`config.mk`:
```
export PLATFORM = sky130hd
export DESIGN_NAME = mult_sched
export DESIGN_NICKNAME = d
export VERILOG_FILES = /design/src/rtl/mult_pkg.sv /design/src/rtl/rr_arbiter.sv /design/src/rtl/mult_sched.sv
export SDC_FILE = /design/constraint.sdc
export NUM_CORES = 1
export LEC_CHECK = 0
export ABC_AREA = 1
export BUFFER_PORTS_ARGS = -buffer_cell sky130_fd_sc_hd__buf_2
export CORE_ASPECT_RATIO = 0.7
export CORE_MARGIN = 2
export CORE_UTILIZATION = 50
export CTS_CLUSTER_DIAMETER = 50
export DETAILED_ROUTE_END_ITERATION = 16
export GPL_ROUTABILITY_DRIVEN = 0
export PLACE_DENSITY_LB_ADDON = 0.3
export SETUP_SLACK_MARGIN = 0.1
export SLEW_MARGIN = 20
export SYNTH_ARGS = -nofsm -noshare
export SYNTH_HDL_FRONTEND = slang
export SYNTH_HIERARCHICAL = 1
export SYNTH_SLANG_ARGS = --single-unit
export TNS_END_PERCENT = 30
```
`constraint.sdc`:
```
create_clock -name clk -period 6 [get_ports clk]
set_input_delay 0.3 -clock clk [delete_from_list [all_inputs] [get_ports clk]]
set_output_delay 0.3 -clock clk [all_outputs]
set_load 0.01 [all_outputs]
```
`src/rtl/mult_pkg.sv`:
```
// Shared types and constants for the multiplier scheduler.
package mult_pkg;

    localparam int unsigned MULT_W       = 16;
    localparam int unsigned NREQ_DEFAULT = 4;

    typedef enum logic [2:0] {
        StIdle,
        StStart,
        StLda,
        StLdb,
        StWait,
        StResp
    } sched_state_t;

endpackage

```
`src/rtl/rr_arbiter.sv`:
```
// Combinational round-robin arbiter: grants the first request at or after ptr_i, wrapping.
module rr_arbiter
    import mult_pkg::*;
#(
    parameter  int unsigned NREQ = NREQ_DEFAULT,
    localparam int unsigned IdxW = $clog2(NREQ)
) (
    input  logic [NREQ-1:0] req_i,
    input  logic [IdxW-1:0] ptr_i,
    output logic [NREQ-1:0] gnt_o,
    output logic [IdxW-1:0] idx_o,
    output logic            valid_o
);

    // Scan from ptr_i upward; the first hit wins and later hits are masked.
    always_comb begin
        int unsigned cand;
        logic [IdxW-1:0] cand_idx;
        gnt_o    = '0;
        idx_o    = '0;
        valid_o  = 1'b0;
        cand     = 0;
        cand_idx = '0;
        for (int unsigned i = 0; i < NREQ; i++) begin
            cand     = (32'(ptr_i) + i) % NREQ;
            cand_idx = IdxW'(cand);
            if (!valid_o && req_i[cand_idx]) begin
                valid_o         = 1'b1;
                idx_o           = cand_idx;
                gnt_o[cand_idx] = 1'b1;
            end
        end
    end

endmodule

```
`src/rtl/mult_sched.sv`:
```
// Round-robin scheduler sharing one serial repeated-addition multiplier among NREQ requesters.
module mult_sched
    import mult_pkg::*;
#(
    parameter  int unsigned NREQ = NREQ_DEFAULT,
    localparam int unsigned W    = MULT_W,
    localparam int unsigned IdxW = $clog2(NREQ)
) (
    input  logic              clk,
    input  logic              rst,
    input  logic [NREQ-1:0]   req_valid_i,
    input  logic [NREQ*W-1:0] req_a_i,
    input  logic [NREQ*W-1:0] req_b_i,
    output logic [NREQ-1:0]   req_ready_o,
    output logic [NREQ-1:0]   rsp_valid_o,
    input  logic [NREQ-1:0]   rsp_ready_i,
    output logic [W-1:0]      rsp_data_o,
    output logic              busy_o,
    output logic              mul_start_o,
    output logic [W-1:0]      mul_in_o,
    input  logic              mul_done_i,
    input  logic [W-1:0]      mul_out_i
);

    sched_state_t    state_q, state_d;
    logic [IdxW-1:0] ptr_q, ptr_d;
    logic [IdxW-1:0] gidx_q, gidx_d;
    logic [W-1:0]    opa_q, opa_d;
    logic [W-1:0]    opb_q, opb_d;
    logic [W-1:0]    res_q, res_d;

    logic [NREQ-1:0] arb_gnt;
    logic [IdxW-1:0] arb_idx;
    logic            arb_valid;
    logic [W-1:0]    cand_a, cand_b, cand_hi, cand_lo;

    rr_arbiter #(
        .NREQ (NREQ)
    ) u_arb (
        .req_i   (req_valid_i),
        .ptr_i   (ptr_q),
        .gnt_o   (arb_gnt),
        .idx_o   (arb_idx),
        .valid_o (arb_valid)
    );

    // Operands of the candidate requester, ordered so the smaller one sets the iteration count.
    always_comb begin
        cand_a = req_a_i[arb_idx*W +: W];
        cand_b = req_b_i[arb_idx*W +: W];
        if (cand_a >= cand_b) begin
            cand_hi = cand_a;
            cand_lo = cand_b;
        end else begin
            cand_hi = cand_b;
            cand_lo = cand_a;
        end
    end

    // State and datapath registers.
    always_ff @(posedge clk or negedge rst) begin
        if (!rst) begin
            state_q <= StIdle;
            ptr_q   <= '0;
            gidx_q  <= '0;
            opa_q   <= '0;
            opb_q   <= '0;
            res_q   <= '0;
        end else begin
            state_q <= state_d;
            ptr_q   <= ptr_d;
            gidx_q  <= gidx_d;
            opa_q   <= opa_d;
            opb_q   <= opb_d;
            res_q   <= res_d;
        end
    end

    // Next-state and output decode.
    always_comb begin
        state_d     = state_q;
        ptr_d       = ptr_q;
        gidx_d      = gidx_q;
        opa_d       = opa_q;
        opb_d       = opb_q;
        res_d       = res_q;
        req_ready_o = '0;
        rsp_valid_o = '0;
        rsp_data_o  = '0;
        mul_start_o = 1'b0;
        mul_in_o    = '0;
        busy_o      = (state_q != StIdle);

        case (state_q)
            StIdle: begin
                if (arb_valid) begin
                    req_ready_o = arb_gnt;
                    gidx_d      = arb_idx;
                    opa_d       = cand_hi;
                    opb_d       = cand_lo;
                    // A zero count would make the multiplier spin 65536 times; answer directly.
                    if (cand_lo == '0) begin
                        res_d   = '0;
                        state_d = StResp;
                    end else begin
                        state_d = StStart;
                    end
                end
            end
            StStart: begin
                mul_start_o = 1'b1;
                state_d     = StLda;
            end
            StLda: begin
                mul_in_o = opa_q;
                state_d  = StLdb;
            end
            StLdb: begin
                mul_in_o = opb_q;
                state_d  = StWait;
            end
            StWait: begin
                if (mul_done_i) begin
                    res_d   = mul_out_i;
                    state_d = StResp;
                end
            end
            StResp: begin
                rsp_valid_o = NREQ'(1) << gidx_q;
                rsp_data_o  = res_q;
                if (rsp_ready_i[gidx_q]) begin
                    ptr_d   = (gidx_q == IdxW'(NREQ - 1)) ? '0 : gidx_q + IdxW'(1);
                    state_d = StIdle;
                end
            end
            default: state_d = StIdle;
        endcase
    end

endmodule

```
==> results of run 1 <==
## cells in the final DEF (no fill, tap or decap), drive strengths merged
cell type  instances
a21boi             4
o22ai             25
nand2b             1
a32oi             10
inv              101
ha                25
clkbuf             6
nor2              56
o211ai             5
a21oi             50
dfrtp             55
mux2               1
o21ai             72
buf              202
nand3             28
nor3               3
a32o              15
clkinv             1
nand2            236
clkinvlp           1
nand4              9
## area by class of cell
| type | instances | area [um2] |
|---|---|---|
| clock buffer | 6 | 129 |
| clock inverter | 2 | 16.3 |
| fill | 927 | 3590 |
| inverter | 101 | 379 |
| multi-input combinational | 540 | 2970 |
| sequential | 55 | 1380 |
| tap | 128 | 160 |
| timing repair buffer | 202 | 1030 |
## metrics by stage
step | cells | setup WS [ns]
after floorplan | 734 | 1.85
after global placement | 1026 | 0.781
after detailed placement | 1026 | 0.724
after CTS | 1034 | 0.679
after global routing | 1034 | 0.106
final | 1034 | 0.616
## worst max-delay path, delay by kind of cell (launching register included)
kind	cells	cell delay, ns
and+or+nand+nor	19	1.96
buffers and inverters	6	1.33
AOI/OAI and AO/OA	4	0.74
adders and majority gates	2	0.70
DFF	1	0.49
## routing by layer
| metal | up-vias | routed length [um] | GRT usage |
|---|---|---|---|
| li1 | 2758 | - | - |
| met1 | 2464 | 6900 | 0.413 |
| met2 | 249 | 6260 | 0.406 |
| met3 | 12 | 1380 | 0.0478 |
| met4 | 0 | 109 | 0.0355 |
| met5 | - | 0 | 0 |
## cells by family after synthesis
kind of cell / share of synthesized area
adder cells (fa/ha/maj): 0.0632
buffers and inverters: 0.123
flip-flops: 0.278
AND/OR/NAND/NOR: 0.294
AO/OA/AOI/OAI: 0.239
multiplexers: 0.00228
## sequential cells by signal, indices dropped and copies added, names as in the netlist
| register | cells |
|---|---|
| state_q | 3 |
| opa_q | 16 |
| opb_q | 16 |
| res_q | 16 |
| gidx_q | 2 |
| ptr_q | 2 |
## how the worst max path moves through the flow
| stage | from | to | slack [ns] | cells past startpoint |
|---|---|---|---|---|
| global route | ptr_q[0] | res_q[5] | 0.11 | 33 |
| floorplan | ptr_q[0] | res_q[10] | 1.85 | 30 |
| CTS | ptr_q[0] | res_q[5] | 0.68 | 31 |
| detailed placement | ptr_q[0] | res_q[11] | 0.72 | 31 |
| finish | ptr_q[0] | res_q[0] | 0.62 | 31 |
| global placement | ptr_q[0] | res_q[3] | 0.78 | 28 |
==> impl_metrics.csv, run 1 <==
group,metric,value,unit
global_routing,grt_max_degree,67,
synthesis,synth_edf_count,0,
critical_path,worst_ep_required_time,6.18,ns
floorplanning,die_height,87.2,um
synthesis,synth-main-ff-cell,"dfrtp_1",
critical_path,endpoint_kind,"flip-flop",
critical_path,cpPeakStageDelay,0.69,ns
clock_tree,clkLatencyLatePin,0.29,ns
routing,routedWlPerCell,14.2,um
routing,wirelength,14.7,mm
critical_path,ff2ff_path_depth,31,
placement,placed_area,5910,um2
synthesis,synth.avg_cell_area,6.74,um2
floorplanning,core_area,9650,um2
global_routing,gr-usage-all-layers,0.270,
floorplanning,fp.dieW,123,um
routing,drt_first_pass_iters,5,
synthesis,synth_commonest_cells,"203 x nand2_1, 96 x inv_1, 55 x dfrtp_1, 51 x nor2_1, 48 x a21oi_1",
floorplanning,rows,30,
floorplanning,floorplan.die_area,10700,um2
sta,drv_slew,0,
routing,drt-initial-drc-count,425,
synthesis,yosysSeqAreaShare,0.278,
sta,worst_hold_slack,0.131,ns
clock_tree,cts_tree,"yes",
layout,drive_gt1_frac,0.301,
layout,diodes,0,
layout,fin_area,6060,um2
sta,finalSetupViolations,0,
clock_tree,clkSlewWorstSetupHoldPaths,0.07,ns
critical_path,cp_max_fo,55,
routing,drc,0,
clock_tree,cts-root-buf,"clkbuf_16",
synthesis,netlist_area,4950,um2
floorplanning,initial_core_util,0.513,
floorplanning,ios,197,
clock_tree,postCtsSetupBuffers,0,
sta,period_needed,5.38,ns
clock_tree,hold_buffers,0,
critical_path,critPathLaunchType,"flip-flop",
placement,hpwlAfterDp,11.3,mm
routing,vias,5483,
global_routing,overflow,0,
critical_path,r2r_end,"res_q[0]",
synthesis,synth_top_area_frac,0.278,
sta,hold_viol,0,
synthesis,yosysMostFrequentCell,"nand2_1",
critical_path,slowest_stage,"inv_2",
clock_tree,h-tree-depth,2,
synthesis,synthArstFlopShare,1.00,
layout,nets,1085,
clock_tree,cts_buffer_depth,2,
job,maxCapViolCount,0,
critical_path,crit_type,"reg -> reg",
sta,worstMarginPinSlew,1.03,ns
critical_path,regToRegStartpoint,"ptr_q[0]",
sta,slew_headroom,0.308,
clock_tree,numCtsBuffers,5,
critical_path,arrival,5.56,ns
global_routing,grt_pass1_wl,23.0,mm
sta,tns,0,ns
synthesis,yosysUniqueCellTypes,36,
routing,drt.antenna.violating_nets,0,
synthesis,synth_top_cell_by_area,"dfrtp_1",
global_routing,antenna_found_initial,0,
hold_path,hp-class,"in -> async",
global_routing,grt_pass1_vias,4762,
critical_path,r2r_slack,0.62,ns
synthesis,ys_warn_count,6,
routing,via_per_inst,5.30,
sta,fmax,186,MHz
sta,clock-skew-final,0.00405,ns
critical_path,crit_top_cell,"nand2_1",
synthesis,ys_ff_latch,55,
layout,syn_to_final_growth,22.4,%
layout,utilization,0.628,
synthesis,syn-instance-count,734,
clock_tree,cts.sink_count,55,
placement,portBuffers,196,
synthesis,yosys-top-cells-area,"dfrtp_1 28%, nand2_1 15%, inv_1 7.3%",
run_status,status,"finished, final reports clean",
sta,rsz0062_at_grt,"false",
clock_tree,post_cts_resized,0,
synthesis,synth_fp_nets,914,
sta,min_period_over_period,0.897,
Power of run 1 is left out: the tool's default activity adds up to more than one toggle a clock period on the data nets, which glitch-free logic cannot reach.
==> run 2: changes to the inputs <==
Settings changed: ABC_AREA 1 to not set, CORE_ASPECT_RATIO 0.7 to 0.8, CORE_UTILIZATION 50 to 49.
==> impl_metrics.csv, run 2 <==
group,metric,value,unit
run_status,status,"finished, final reports clean",
global_routing,antenna_found_initial,0,
synthesis,synth_commonest_cells,"65 x mux2i_1, 59 x nor2_1, 55 x dfrtp_1, 39 x a21oi_1, 35 x mux4_2",
synthesis,netlist_area,4590,um2
sta,tns,0,ns
global_routing,grt_pass1_vias,4176,
critical_path,critPathLaunchType,"flip-flop",
synthesis,synthArstFlopShare,1.00,
global_routing,met3_usage,0.0436,
synthesis,yosysSeqAreaShare,0.300,
critical_path,regToRegStartpoint,"ptr_q[1]",
clock_tree,clkLatencyLatePin,0.28,ns
synthesis,synth.avg_cell_area,10.3,um2
global_routing,use_met2,0.404,
layout,largestRegisters,"opa_q: 16 flops, opb_q: 16 flops, res_q: 16 flops",
synthesis,yosys-top-cells-area,"dfrtp_1 30%, mux4_2 17%, mux2i_1 14%",
clock_tree,numCtsBuffers,5,
critical_path,worst_ep_required_time,6.14,ns
critical_path,cpPeakStageDelay,0.59,ns
sta,fmax,194,MHz
critical_path,path_buf_inv,3,
critical_path,cp_cell_sequence,"inv_1 > ha_1 > mux4_2 > and2b_2 > o21ai_0 > o31ai_4 > buf_4 > mux4_2 > ha_1 > nand4_1 > nor3_1 > a221oi_1 > o211ai_1 > buf_4 > mux2i_1 > a21oi_1",
layout,final_common_cell,"buf_2",
layout,drive_gt1_frac,0.429,
critical_path,r2r_slack,0.84,ns
critical_path,cp_max_fo,32,
routing,drc,0,
sta,fin_ws,0.836,ns
synthesis,synth-main-ff-cell,"dfrtp_1",
sta,finalSetupViolations,0,
clock_tree,cts.sink_count,55,
hold_path,hp-class,"in -> async",
sta,worstMarginPinSlew,0.682,ns
clock_tree,h-tree-depth,2,
clock_tree,cts_tree,"yes",
floorplanning,floorplan.die_area,10200,um2
clock_tree,hold_buffers,0,
floorplanning,ios,197,
clock_tree,clkSlewWorstSetupHoldPaths,0.07,ns
critical_path,crit_family,"multiplexers",
sta,period_needed,5.16,ns
routing,vias,4185,
critical_path,crit_type,"reg -> reg",
synthesis,yosysMostFrequentCell,"mux2i_1",
layout,layout_common_cells,"196 x buf_2, 65 x mux2i_1, 59 x nor2_1",
routing,routedWlPerCell,16.4,um
floorplanning,rows,31,
floorplanning,fp.dieW,112,um
synthesis,yosysUniqueCellTypes,44,
sta,slew_headroom,0.545,
pwr,vdd_drop_max,0.497,mV
sta,hold_viol,0,
critical_path,slowest_stage,"mux4_2",
routing,via_per_inst,5.62,
critical_path,ff2ff_path_depth,16,
sta,clock-skew-final,0.00660,ns
global_routing,overflow,0,
layout,syn_to_final_growth,27.0,%
synthesis,synth_top_area_frac,0.300,
routing,drt.antenna.violating_nets,0,
critical_path,endpoint_kind,"flip-flop",
placement,placed_area,5670,um2
critical_path,arrival,5.30,ns
sta,worst_hold_slack,0.146,ns
global_routing,grt_max_degree,71,
sta,rsz0062_at_grt,"false",
placement,portBuffers,196,
floorplanning,core_area,9080,um2
synthesis,synth_fp_nets,626,
synthesis,synth_top_cell_by_area,"dfrtp_1",
placement,dp_slack,0.833,ns
routing,wirelength,12.2,mm
global_routing,use_met1,0.329,
clock_tree,cts-root-buf,"clkbuf_16",
synthesis,ys_ff_latch,55,
placement,hpwlAfterDp,9.86,mm
global_routing,gr-usage-all-layers,0.238,
clock_tree,postCtsSetupBuffers,0,
synthesis,synth_edf_count,0,
layout,nets,810,
synthesis,ys_warn_count,6,
critical_path,r2r_end,"opb_q[0]",
clock_tree,cts_buffer_depth,2,
pwr,powerDensity,735,nW/um2
global_routing,busiest_layer,"met2",
layout,fin_area,5820,um2
sta,min_period_over_period,0.861,
routing,drt_first_pass_iters,4,
synthesis,syn-instance-count,446,
floorplanning,die_height,90.5,um
layout,diodes,0,
pwr,p_leak,2.86,nW
global_routing,grt_pass1_wl,19.9,mm
floorplanning,initial_core_util,0.505,
sta,drv_slew,0,
routing,drt-initial-drc-count,251,
job,maxCapViolCount,0,
clock_tree,post_cts_resized,0,
## run 2: changes by cell type after synthesis, moves of 9 or more
cell	previous run	this run
a21oi_1	48	39
a32o_1	15	1
a32oi_2	10	0
and2_1	0	21
buf_2	14	4
inv_1	96	25
mux2i_1	0	65
mux4_2	0	35
nand2_1	203	11
nand2_2	29	0
nand3_1	26	1
o21ai_0	47	10
o21ai_1	21	0
o22ai_1	24	0
## run 2: worst max path at each step
| stage | from | endpoint | slack, ns | cells after the start |
|---|---|---|---|---|
| 5_1_grt | ptr_q[1] | opb_q[0] | 0.51 | 16 |
| 3_5_place_dp | ptr_q[1] | opb_q[0] | 0.83 | 16 |
| 2_1_floorplan | ptr_q[0] | opa_q[0] | 0.96 | 20 |
| 3_3_place_gp | ptr_q[1] | opb_q[0] | 1.01 | 16 |
| 6_report | ptr_q[1] | opb_q[0] | 0.84 | 16 |
| 4_1_cts | ptr_q[1] | opb_q[0] | 0.84 | 16 |
## run 2: routing by layer
layer,part of all wire,up-vias
met2,0.48,169
met5,0,-
met1,0.43,2011
met4,0.0079,0
met3,0.073,11
li1,-,1994
## run 2: cell type report
cell class	count	area [um2]
repair buffers	209	1080
multi-input cells	334	2970
clock inverters	1	30.0
flip-flops and latches	55	1380
clock buffers	6	129
fillers	773	3250
inverters	25	93.8
well taps	115	144
## run 2: logic make-up (layout without fill, tap and decap cells)
family,count (synthesis),after routing,share of synthesized area
AO/OA/AOI/OAI,68,68,0.0865
XOR/XNOR,1,1,0.00191
adder cells (fa/ha/maj),25,25,0.0682
buffers and inverters,57,241,0.0559
flip-flops,55,55,0.300
multiplexers,106,106,0.338
AND/OR/NAND/NOR,134,134,0.150
## run 2: worst reg2reg max path: cells and delay by family (launching register included)
family                     cells  cell delay (ns)
AOI/OAI and AO/OA              5             0.80
and+or+nand+nor                3             0.71
DFF                            1             0.50
buffers and inverters          3             0.97
muxes                          3             1.33
adders and majority gates      2             0.72
## run 2: where the power goes
group / internal (mW) / switching (mW)
registers: 0.564 / 0.108
logic: 1.48 / 1.81
clock network: 0.195 / 0.119
## run 2: per-stage QoR
step,std cells,total power [mW],utilization
6_report,745,4.28,0.642
5_1_grt,745,4.64,0.642
4_1_cts,745,4.28,0.642
3_5_place_dp,738,3.96,0.624
3_3_place_gp,738,3.81,0.624
2_1_floorplan,446,3.21,-
(Power assumes the default switching activity.)
